==> src/rtl/pid_pkg.sv <==
// Shared widths, stage-1 payload type and saturation helper for the PID controller.
package pid_pkg;

    localparam int unsigned ERR_SAT_W = 10;
    localparam int unsigned DIFF_W    = 8;
    localparam int unsigned SUM_W     = 15;
    localparam int unsigned COEFF_W   = 6;
    localparam int unsigned P_W       = ERR_SAT_W + COEFF_W;
    localparam int unsigned D_W       = DIFF_W + COEFF_W;

    // Stage-1 registered terms
    typedef struct packed {
        logic signed [P_W-1:0] p;
        logic signed [D_W-1:0] d;
    } s1_t;

    // Clamp a signed value to the range of a w-bit two's-complement number
    function automatic logic signed [31:0] sat_to_width(
        input logic signed [31:0] v,
        input int unsigned        w
    );
        logic signed [31:0] hi;
        logic signed [31:0] lo;
        hi = (32'sd1 <<< (w - 1)) - 32'sd1;
        lo = -(32'sd1 <<< (w - 1));
        if (v > hi)
            return hi;
        else if (v < lo)
            return lo;
        else
            return v;
    endfunction

endpackage

==> src/rtl/pid_dterm.sv <==
// Derivative term: error history shift register, saturated difference and D multiply.
module pid_dterm
    import pid_pkg::*;
#(
    parameter int unsigned                D_DEPTH = 2,
    parameter logic signed [COEFF_W-1:0]  D_COEFF = 6'sd5
) (
    input  logic                         clk,
    input  logic                         rst_n,
    input  logic                         clr,
    input  logic                         shift,
    input  logic signed [ERR_SAT_W-1:0]  err_sat,
    output logic signed [D_W-1:0]        d_val
);

    logic signed [ERR_SAT_W-1:0] hist [D_DEPTH];
    logic signed [DIFF_W-1:0]    diff;

    // History of accepted samples; cleared by reset or when the controller stops
    always_ff @(posedge clk) begin
        if (!rst_n || clr) begin
            for (int unsigned i = 0; i < D_DEPTH; i++)
                hist[i] <= '0;
        end else if (shift) begin
            hist[0] <= err_sat;
            for (int unsigned i = 1; i < D_DEPTH; i++)
                hist[i] <= hist[i-1];
        end
    end

    // Difference against the oldest stored sample, clamped, then scaled by the gain
    always_comb begin
        diff  = DIFF_W'(sat_to_width(32'(err_sat) - 32'(hist[D_DEPTH-1]), DIFF_W));
        d_val = D_W'(diff) * D_W'(D_COEFF);
    end

endmodule

==> src/rtl/pid_ctrl_pipe.sv <==
// Two-stage pipelined PID steering controller with anti-windup and output saturation.
module pid_ctrl_pipe
    import pid_pkg::*;
#(
    parameter int unsigned               ERR_W   = 12,
    parameter int unsigned               FRWRD_W = 10,
    parameter int unsigned               SPD_W   = 11,
    parameter logic signed [COEFF_W-1:0] P_COEFF = 6'sd3,
    parameter logic signed [COEFF_W-1:0] D_COEFF = 6'sd5,
    parameter int unsigned               D_DEPTH = 2,
    parameter int unsigned               INT_W   = 16,
    parameter int unsigned               I_SHIFT = 4
) (
    input  logic                     clk,
    input  logic                     rst_n,
    input  logic                     moving,
    input  logic                     err_vld,
    input  logic signed [ERR_W-1:0]  error,
    input  logic [FRWRD_W-1:0]       frwrd,
    output logic signed [SPD_W-1:0]  lft_spd,
    output logic signed [SPD_W-1:0]  rght_spd,
    output logic                     out_vld
);

    logic                        upd;
    logic signed [ERR_SAT_W-1:0] err_sat;
    logic signed [P_W-1:0]       p_val;
    logic signed [D_W-1:0]       d_val;
    logic signed [INT_W-1:0]     integ;
    logic signed [INT_W-1:0]     es_ext;
    logic signed [INT_W-1:0]     cand;
    logic                        ovf;
    logic signed [INT_W-1:0]     i_term;
    s1_t                         s1_q;
    logic                        s1_vld;
    logic signed [SUM_W-1:0]     pid;
    logic signed [31:0]          lft_full;
    logic signed [31:0]          rght_full;
    logic signed [SPD_W-1:0]     lft_nxt;
    logic signed [SPD_W-1:0]     rght_nxt;

    pid_dterm #(
        .D_DEPTH (D_DEPTH),
        .D_COEFF (D_COEFF)
    ) u_dterm (
        .clk     (clk),
        .rst_n   (rst_n),
        .clr     (!moving),
        .shift   (upd),
        .err_sat (err_sat),
        .d_val   (d_val)
    );

    // Stage-1 combinational: input clamp, P term and integrator candidate
    always_comb begin
        upd     = err_vld && moving;
        err_sat = ERR_SAT_W'(sat_to_width(32'(error), ERR_SAT_W));
        p_val   = P_W'(err_sat) * P_W'(P_COEFF);
        es_ext  = INT_W'(err_sat);
        cand    = integ + es_ext;
        ovf     = (integ[INT_W-1] == es_ext[INT_W-1]) && (cand[INT_W-1] != integ[INT_W-1]);
    end

    // Integrator with anti-windup: an overflowing update is discarded, never wrapped
    always_ff @(posedge clk) begin
        if (!rst_n || !moving)
            integ <= '0;
        else if (err_vld && !ovf)
            integ <= cand;
    end

    // Stage-1 registers: P and D terms plus the stage valid
    always_ff @(posedge clk) begin
        if (!rst_n || !moving) begin
            s1_q   <= '0;
            s1_vld <= 1'b0;
        end else begin
            s1_vld <= err_vld;
            if (err_vld)
                s1_q <= '{p: p_val, d: d_val};
        end
    end

    // Stage-2 combinational: I from the live integrator, PID sum and motor mixing
    always_comb begin
        i_term    = integ >>> I_SHIFT;
        pid       = SUM_W'(s1_q.p) + SUM_W'(i_term) + SUM_W'(s1_q.d);
        lft_full  = 32'(frwrd) + 32'(pid);
        rght_full = 32'(frwrd) - 32'(pid);
        lft_nxt   = SPD_W'(sat_to_width(lft_full, SPD_W));
        rght_nxt  = SPD_W'(sat_to_width(rght_full, SPD_W));
    end

    // Stage-2 registers: outputs hold between updates, forced to zero when stopped
    always_ff @(posedge clk) begin
        if (!rst_n || !moving) begin
            lft_spd  <= '0;
            rght_spd <= '0;
            out_vld  <= 1'b0;
        end else begin
            out_vld <= s1_vld;
            if (s1_vld) begin
                lft_spd  <= lft_nxt;
                rght_spd <= rght_nxt;
            end
        end
    end

endmodule

==> config.mk <==
export PLATFORM = sky130hd
export DESIGN_NAME = pid_ctrl_pipe
export DESIGN_NICKNAME = d
export VERILOG_FILES = /design/src/rtl/pid_pkg.sv /design/src/rtl/pid_dterm.sv /design/src/rtl/pid_ctrl_pipe.sv
export SDC_FILE = /design/constraint.sdc
export NUM_CORES = 1
export LEC_CHECK = 0
export ABC_CLOCK_PERIOD_IN_PS = 5400
export BUFFER_PORTS_ARGS = -buffer_cell sky130_fd_sc_hd__buf_2
export CORE_MARGIN = 2
export CORE_UTILIZATION = 56
export CTS_CLUSTER_SIZE = 24
export DETAILED_ROUTE_END_ITERATION = 16
export GPL_TIMING_DRIVEN = 0
export PLACE_DENSITY = 0.78
export SYNTH_ARGS = -nofsm -noshare
export SYNTH_HDL_FRONTEND = slang
export SYNTH_SLANG_ARGS = --single-unit
==> constraint.sdc <==
create_clock -name clk -period 5.4 [get_ports clk]
set_input_delay 0.81 -clock clk [delete_from_list [all_inputs] [get_ports clk]]
set_output_delay 0.81 -clock clk [all_outputs]
set_load 0.005 [all_outputs]
After elaboration in Yosys (flattened, before gate mapping)
Memories as Yosys holds them, arrays and structs flattened.
Index checks and enable logic that the tools add are counted.
{"block": "word_totals", "ff_bits": 65, "ram_bits": 20, "out_inout_bits": 23, "word_cells": 50, "memories": 1}
{"memory": "u_dterm.hist", "words": 2, "word_bits": 10, "rd": 2, "rd_clocked_by_memory_dff": 0, "write_ports": 2, "line_no": "pid_dterm.sv:16", "source": "logic signed [ERR_SAT_W-1:0] hist [D_DEPTH];"}
{"block": "op_classes", "addsub": 6, "mul": 2, "magnitude_cmp": 8, "n_eq_ne": 2, "muxes": 15, "bitwise_logic": 2, "reduce_logical": 7}
{"cell": "$mux W11", "count": 4}
{"cell": "$mux W10", "count": 4}
{"cell": "$gt A16 B11 Y1 const B", "count": 2}
{"cell": "$lt A16 B11 Y1 const B", "count": 2}
{"cell": "$add A11 B15 Y16", "count": 1}
{"cell": "$add A16 B10 Y16", "count": 1}
{"cell": "$mux W8", "count": 2}
{"cell": "$sub A11 B15 Y16", "count": 1}
{"cell": "$add A14 B12 Y15", "count": 1}
{"cell": "$add A13 B12 Y14", "count": 1}
{"cell": "$mul A10 B3 Y13 const B", "count": 1}
{"cell": "$gt A12 B10 Y1 const B", "count": 1}
{"cell": "$lt A12 B10 Y1 const B", "count": 1}
{"cell": "$mul A8 B4 Y12 const B", "count": 1}
{"cell": "$gt A11 B8 Y1 const B", "count": 1}
{"cell": "$lt A11 B8 Y1 const B", "count": 1}
{"cell": "$sub A10 B10 Y11", "count": 1}
{"cell": "$mux W1", "count": 5}
{"cell": "$logic_and A1 B1 Y1", "count": 3}
{"cell": "$logic_not A1 Y1", "count": 3}
{"cell": "$or A1 B1 Y1", "count": 2}
{"cell": "$eq A1 B1 Y1", "count": 1}
{"cell": "$logic_or A1 B1 Y1", "count": 1}
{"cell": "$ne A1 B1 Y1", "count": 1}

Depth between registers and ports, before layout
{"block": "logic_depth", "word_depth": 8, "mapped_depth": 27}

Cells and area by module
Synthesis repeated with hierarchy kept, for this count alone.
{"block": "unflattened", "cells_unflattened": 886, "area_unflattened_um2": 7554.7}
{"mod": "pid_ctrl_pipe", "instances": 1, "cells_per_inst": 717, "area_each_um2": 5803.1, "seq_area_each_um2": 1341.3}
{"mod": "pid_dterm", "instances": 1, "cells_per_inst": 169, "area_each_um2": 1751.7, "seq_area_each_um2": 600.6}

Worst setup path after synthesis
OpenSTA, ideal clock, no wires.
{"block": "synth_timing", "kind": "input port to flip-flop", "startpoint": "input error[10]", "endpoint": "register, netlist name s1_q[11]", "setup_ns": 0.123, "arrival_time_ns": 5.584, "required_ns": 5.277, "setup_slack_ns": -0.307, "cell_stages": 27, "n_path_buf": 1, "cell_sequence": "clkbuf_1 -> nand2_1 -> nand2_1 -> a21oi_1 -> ha_1 -> inv_1 -> fa_1 -> a21o_1 -> a21oi_2 -> a21oi_1 -> o41ai_2 -> nor2b_1 -> o31ai_4 -> o21ba_2 -> or2_0 -> and2_1 -> ha_1 -> ha_1 -> fa_1 -> a21oi_1 -> nor2_1 -> nor2_1 -> nor2b_1 -> o21a_1 -> o21ai_0 -> xor2_1 -> o21ai_0"}
{"block": "synth_via", "elab_chain_len": 8, "elab_cells_between_ends": 10, "cone_classes": "1 x add/sub; 1 x mul; 4 x order compare; 4 x mux"}
{"element": "start: declaration", "line_no": "pid_ctrl_pipe.sv:18", "source": "input logic signed [ERR_W-1:0] error,"}
{"element": "$lt A12 B10 Y1", "line_no": "pid_pkg.sv:28", "source": "else if (v < lo)"}
{"element": "$mux W10", "line_no": "pid_pkg.sv:28"}
{"element": "$mux W10 (*)", "line_no": "pid_pkg.sv:26", "source": "if (v > hi)"}
{"element": "$sub A10 B10 Y11 (*)", "line_no": "pid_dterm.sv:33", "source": "diff = DIFF_W'(sat_to_width(32'(err_sat) - 32'(hist[D_DEPTH-1]), DIFF_W));"}
{"element": "$lt A11 B8 Y1", "line_no": "pid_pkg.sv:28"}
{"element": "$mux W8", "line_no": "pid_pkg.sv:28"}
{"element": "$mux W8 (*)", "line_no": "pid_pkg.sv:26"}
{"element": "$mul A8 B4 Y12 (*)", "line_no": "pid_dterm.sv:34", "source": "d_val = D_W'(diff) * D_W'(D_COEFF);"}
Mark *: on every way between the ends. The rest lies on a longest branch, timed or not.
A chain may end at the register's enable or synchronous reset.

Final worst setup path
{"block": "layout_timing", "startpoint": "input error[10]", "endpoint": "register s1_q[9] (netlist bit)"}
{"block": "layout_via", "elab_chain_len": 8, "elab_cells_between_ends": 10, "cone_classes": "1 x add/sub; 1 x mul; 4 x order compare; 4 x mux"}
{"element": "$lt A12 B10 Y1", "line_no": "pid_pkg.sv:28"}
{"element": "$mux W10", "line_no": "pid_pkg.sv:28"}
{"element": "$mux W10 (*)", "line_no": "pid_pkg.sv:26"}
{"element": "$sub A10 B10 Y11 (*)", "line_no": "pid_dterm.sv:33"}
{"element": "$lt A11 B8 Y1", "line_no": "pid_pkg.sv:28"}
{"element": "$mux W8", "line_no": "pid_pkg.sv:28"}
{"element": "$mux W8 (*)", "line_no": "pid_pkg.sv:26"}
{"element": "$mul A8 B4 Y12 (*)", "line_no": "pid_dterm.sv:34"}
{"element": "end signal: assignment", "line_no": "pid_ctrl_pipe.sv:80", "source": "s1_q <= '{p: p_val, d: d_val};"}
{"element": "end: declaration", "line_no": "pid_ctrl_pipe.sv:34", "source": "s1_t s1_q;"}
Marked as above.

==> flow_metrics.env <==
export IMPL_die_w_um=116.4
export IMPL_syn_nets=938
export IMPL_setup_ws_ps=58.78
export IMPL_ir_worst_vdd_v=0.0002362
export IMPL_core_area_um2=12470
export IMPL_power_density_nw_per_um2=332.1
export IMPL_cp_arrival_ps=5560
export IMPL_ys_flop_type="dfxtp_1"
export IMPL_critPathTopFamily="compound AO/OA/AOI/OAI gates"
export IMPL_r2r_slack_ps=610
export IMPL_crit_path_end_kind="flip-flop"
export IMPL_ys_top_cells_by_count="ha_1 (88), nor2_1 (88), dfxtp_1 (65)"
export IMPL_cts_sinks=85
export IMPL_cts_root_buf="clkbuf_16"
export IMPL_fmax_mhz=187.2
export IMPL_port_buffers=46
export IMPL_fin_crit_ps=5341
export IMPL_yosys_warnings=0
export IMPL_cts_buffers=9
export IMPL_cp_max_fo=8
export IMPL_grt_max_degree=21
export IMPL_cpPeakStageDelay_ps=430
export IMPL_ant_nets=0
export IMPL_pre_cts_ws_ps=-797.2
export IMPL_nets=1000
export IMPL_finalWirelength_mm=16.27
export IMPL_clk_latency_ps=360
export IMPL_cp_num_cells=27
export IMPL_gp_congestion=0.8815
export IMPL_rsz0062_at_grt="yes"
export IMPL_place_hpwl_mm=12.53
export IMPL_reg2reg_from="u_dterm.hist[0][10]$_SDFFCE_PN0P_"
export IMPL_crit_type="in2reg"
export IMPL_overflow=0
export IMPL_reg2reg_depth=23
export IMPL_grt_pass1_vias=5492
export IMPL_cts_tree="yes"
export IMPL_outcome="complete, no violations"
export IMPL_via_count=5829
export IMPL_die_area_um2=13540
export IMPL_hp_start="rght_spd[5]$_SDFFE_PN0P_"
export IMPL_area_growth_synth_to_final_pct=13.45
export IMPL_ios=49
export IMPL_finalSetupViolCount=0
export IMPL_path_common_cell="a21oi_2"
export IMPL_diodes=0
export IMPL_fin_util=0.6436
export IMPL_route_detailed_drc=0
export IMPL_endpoint="s1_q[9]$_SDFFE_PN0P_"
export IMPL_hold_path_class="reg2reg"
export IMPL_async_flop_share=0
export IMPL_dieHeight_um=116.4
export IMPL_yosys_register_bits=85
export IMPL_slew_violations=0
export IMPL_yosysSeqAreaShare=0.2689
export IMPL_rows=41
export IMPL_power_total_w=0.002664
export IMPL_drive_gt1_frac=0.1550
export IMPL_dp_cells=1022
export IMPL_first_pass_iters=5
export IMPL_start_util=0.5673
export IMPL_synth_top_area_share=0.1840
export IMPL_drv_cap=0
export IMPL_syn_area_um2=7072
export IMPL_yosysTopAreaCell="dfxtp_1"
export IMPL_worst_slew_pin_slew_ps=745.4
export IMPL_clk_path_buf_depth=2
export IMPL_critPathSlowestCell="o41ai_4"
export IMPL_grt_use_total=0.2505
export IMPL_startpoint_type="input port"
export IMPL_skew_ps=9.392
export IMPL_clk_pin_slew_ps=60
export IMPL_synth_area_leaders="dfxtp_1 (18%), ha_1 (16%), edfxtp_1 (8.5%)"
export IMPL_final_cells=1043
export IMPL_drt_iter0_drc=220
export IMPL_avgSynthCellArea_um2=8.796
export IMPL_viasPerCell=5.589
export IMPL_synthDistinctLibCells=83
export IMPL_power_leakage_nw=3.600
export IMPL_setup_worst_path_start="error[10]"
export IMPL_antenna_found_initial=0
export IMPL_grt_pass1_wl_mm=26.31
export IMPL_setup_tns_ps=0
export IMPL_detail_route_wl_per_cell_um=15.59
export IMPL_rr_endpoint="s1_q[9]$_SDFFE_PN0P_"
export IMPL_h_tree_depth=3
export IMPL_slew_headroom=0.5025
export IMPL_worstPathRequired_ps=5620
export IMPL_synthCells=804
export IMPL_finalCritPeriodShare=0.9891
export IMPL_final_hold_viol_count=0
export IMPL_synth_edff_count=20
export IMPL_path_buf_inv=3
==> layout make-up <==
type / instances / area, um2
multi-input combinational: 639 / 5029
fill: 1082 / 4443
sequential: 85 / 1902
timing repair buffer: 51 / 272.8
clock buffer: 12 / 246.5
tap: 172 / 215.2
inverter: 56 / 210.2
buffer: 24 / 123.9
clock inverter: 4 / 23.77
==> report_power, final <==
group / leakage, nW / switching (W) / total, W / internal [W]
clock: 0.133 / 0.000261 / 0.000584 / 0.000323
sequential: 0.760 / 0.0000315 / 0.000726 / 0.000695
combinational: 2.71 / 0.000766 / 0.00135 / 0.000588
total: 3.60 / 0.00106 / 0.00266 / 0.00161
==> cell families after synthesis <==
kind of cell / Yosys count / share of synthesized area
adder cells (fa/ha/maj): 109 / 0.2137
buffers and inverters: 80 / 0.04370
multiplexers: 10 / 0.01415
XOR/XNOR: 57 / 0.07537
AND/OR/NAND/NOR: 247 / 0.1677
flip-flops: 85 / 0.2689
AO/OA/AOI/OAI: 216 / 0.2164
==> per-layer routing <==
metal,wire (um),up-vias,global-route usage,part of all wire
met1,7202,2733,0.3031,0.44
met5,0,-,0,0
met4,369,0,0.08571,0.023
met2,7974,113,0.4415,0.49
li1,-,2958,-,-
met3,719,25,0.05397,0.044
==> sequential cells by signal, indices dropped and copies added (netlist names) <==
register      count
out_vld           1
s1_vld            1
rght_spd         11
integ            16
u_dterm.hist     20
lft_spd          11
s1_q             25
==> stage by stage <==
stage | hold WS [ps] | instance area (um2)
global placement | 449.6 | 7604
finish | 463.3 | 8023
CTS | 467.9 | 7910
global route | 489.2 | 8023
floorplan | 440.3 | 7158
detailed placement | 453.1 | 7604
==> worst register-to-register path, cell delays in order (launching register included) <==
cell      delay, ps
edfxtp_1        370
ha_4            150
inv_2            30
fa_2            340
a21o_1          170
a21oi_2         190
a21oi_2         100
o41ai_4         430
inv_1            90
maj3_2          310
o21ai_2         190
a21oi_4         100
a21o_1          220
ha_1            300
ha_2            190
fa_2            370
a21oi_2         140
nor2_1           50
nor2_1          150
nor2b_1          70
o21a_1          190
or3_1           330
nand3_2         100
a21oi_1          70
==> worst min-delay path by stage <==
stage          depth (start not counted)                       end  slack (ps)
2_1_floorplan                          2     integ[0]$_SDFFE_PN0P_         440
3_3_place_gp                           2  rght_spd[2]$_SDFFE_PN0P_         450
3_5_place_dp                           2  rght_spd[4]$_SDFFE_PN0P_         450
4_1_cts                                2  rght_spd[8]$_SDFFE_PN0P_         470
5_1_grt                                2  lft_spd[10]$_SDFFE_PN0P_         490
6_report                               2  rght_spd[5]$_SDFFE_PN0P_         460
==> cell usage in the layout (no fill, tap or decap), drive strengths merged, types with 10 or more instances in the layout <==
master / count
nand3: 23
clkbuf: 33
xnor2: 41
nand2b: 13
a21oi: 61
o21ai: 60
a21o: 20
dfxtp: 65
edfxtp: 20
inv: 56
nor2b: 12
xor2: 16
buf: 54
and3: 13
fa: 20
mux2i: 10
o21bai: 12
o211ai: 12
and2: 15
nor2: 88
nand2: 54
ha: 88
==> timing repair <==
| action | in CTS | in global routing |
|---|---|---|
| hold buffers | 0 | 0 |
| setup buffers | 1 | 4 |
| endpoints found under the setup margin | 4 | 3 |
| gates resized for setup | 8 | 20 |
| pin swaps | 2 | 14 |
No activity file was read; power rests on OpenSTA's default activity.
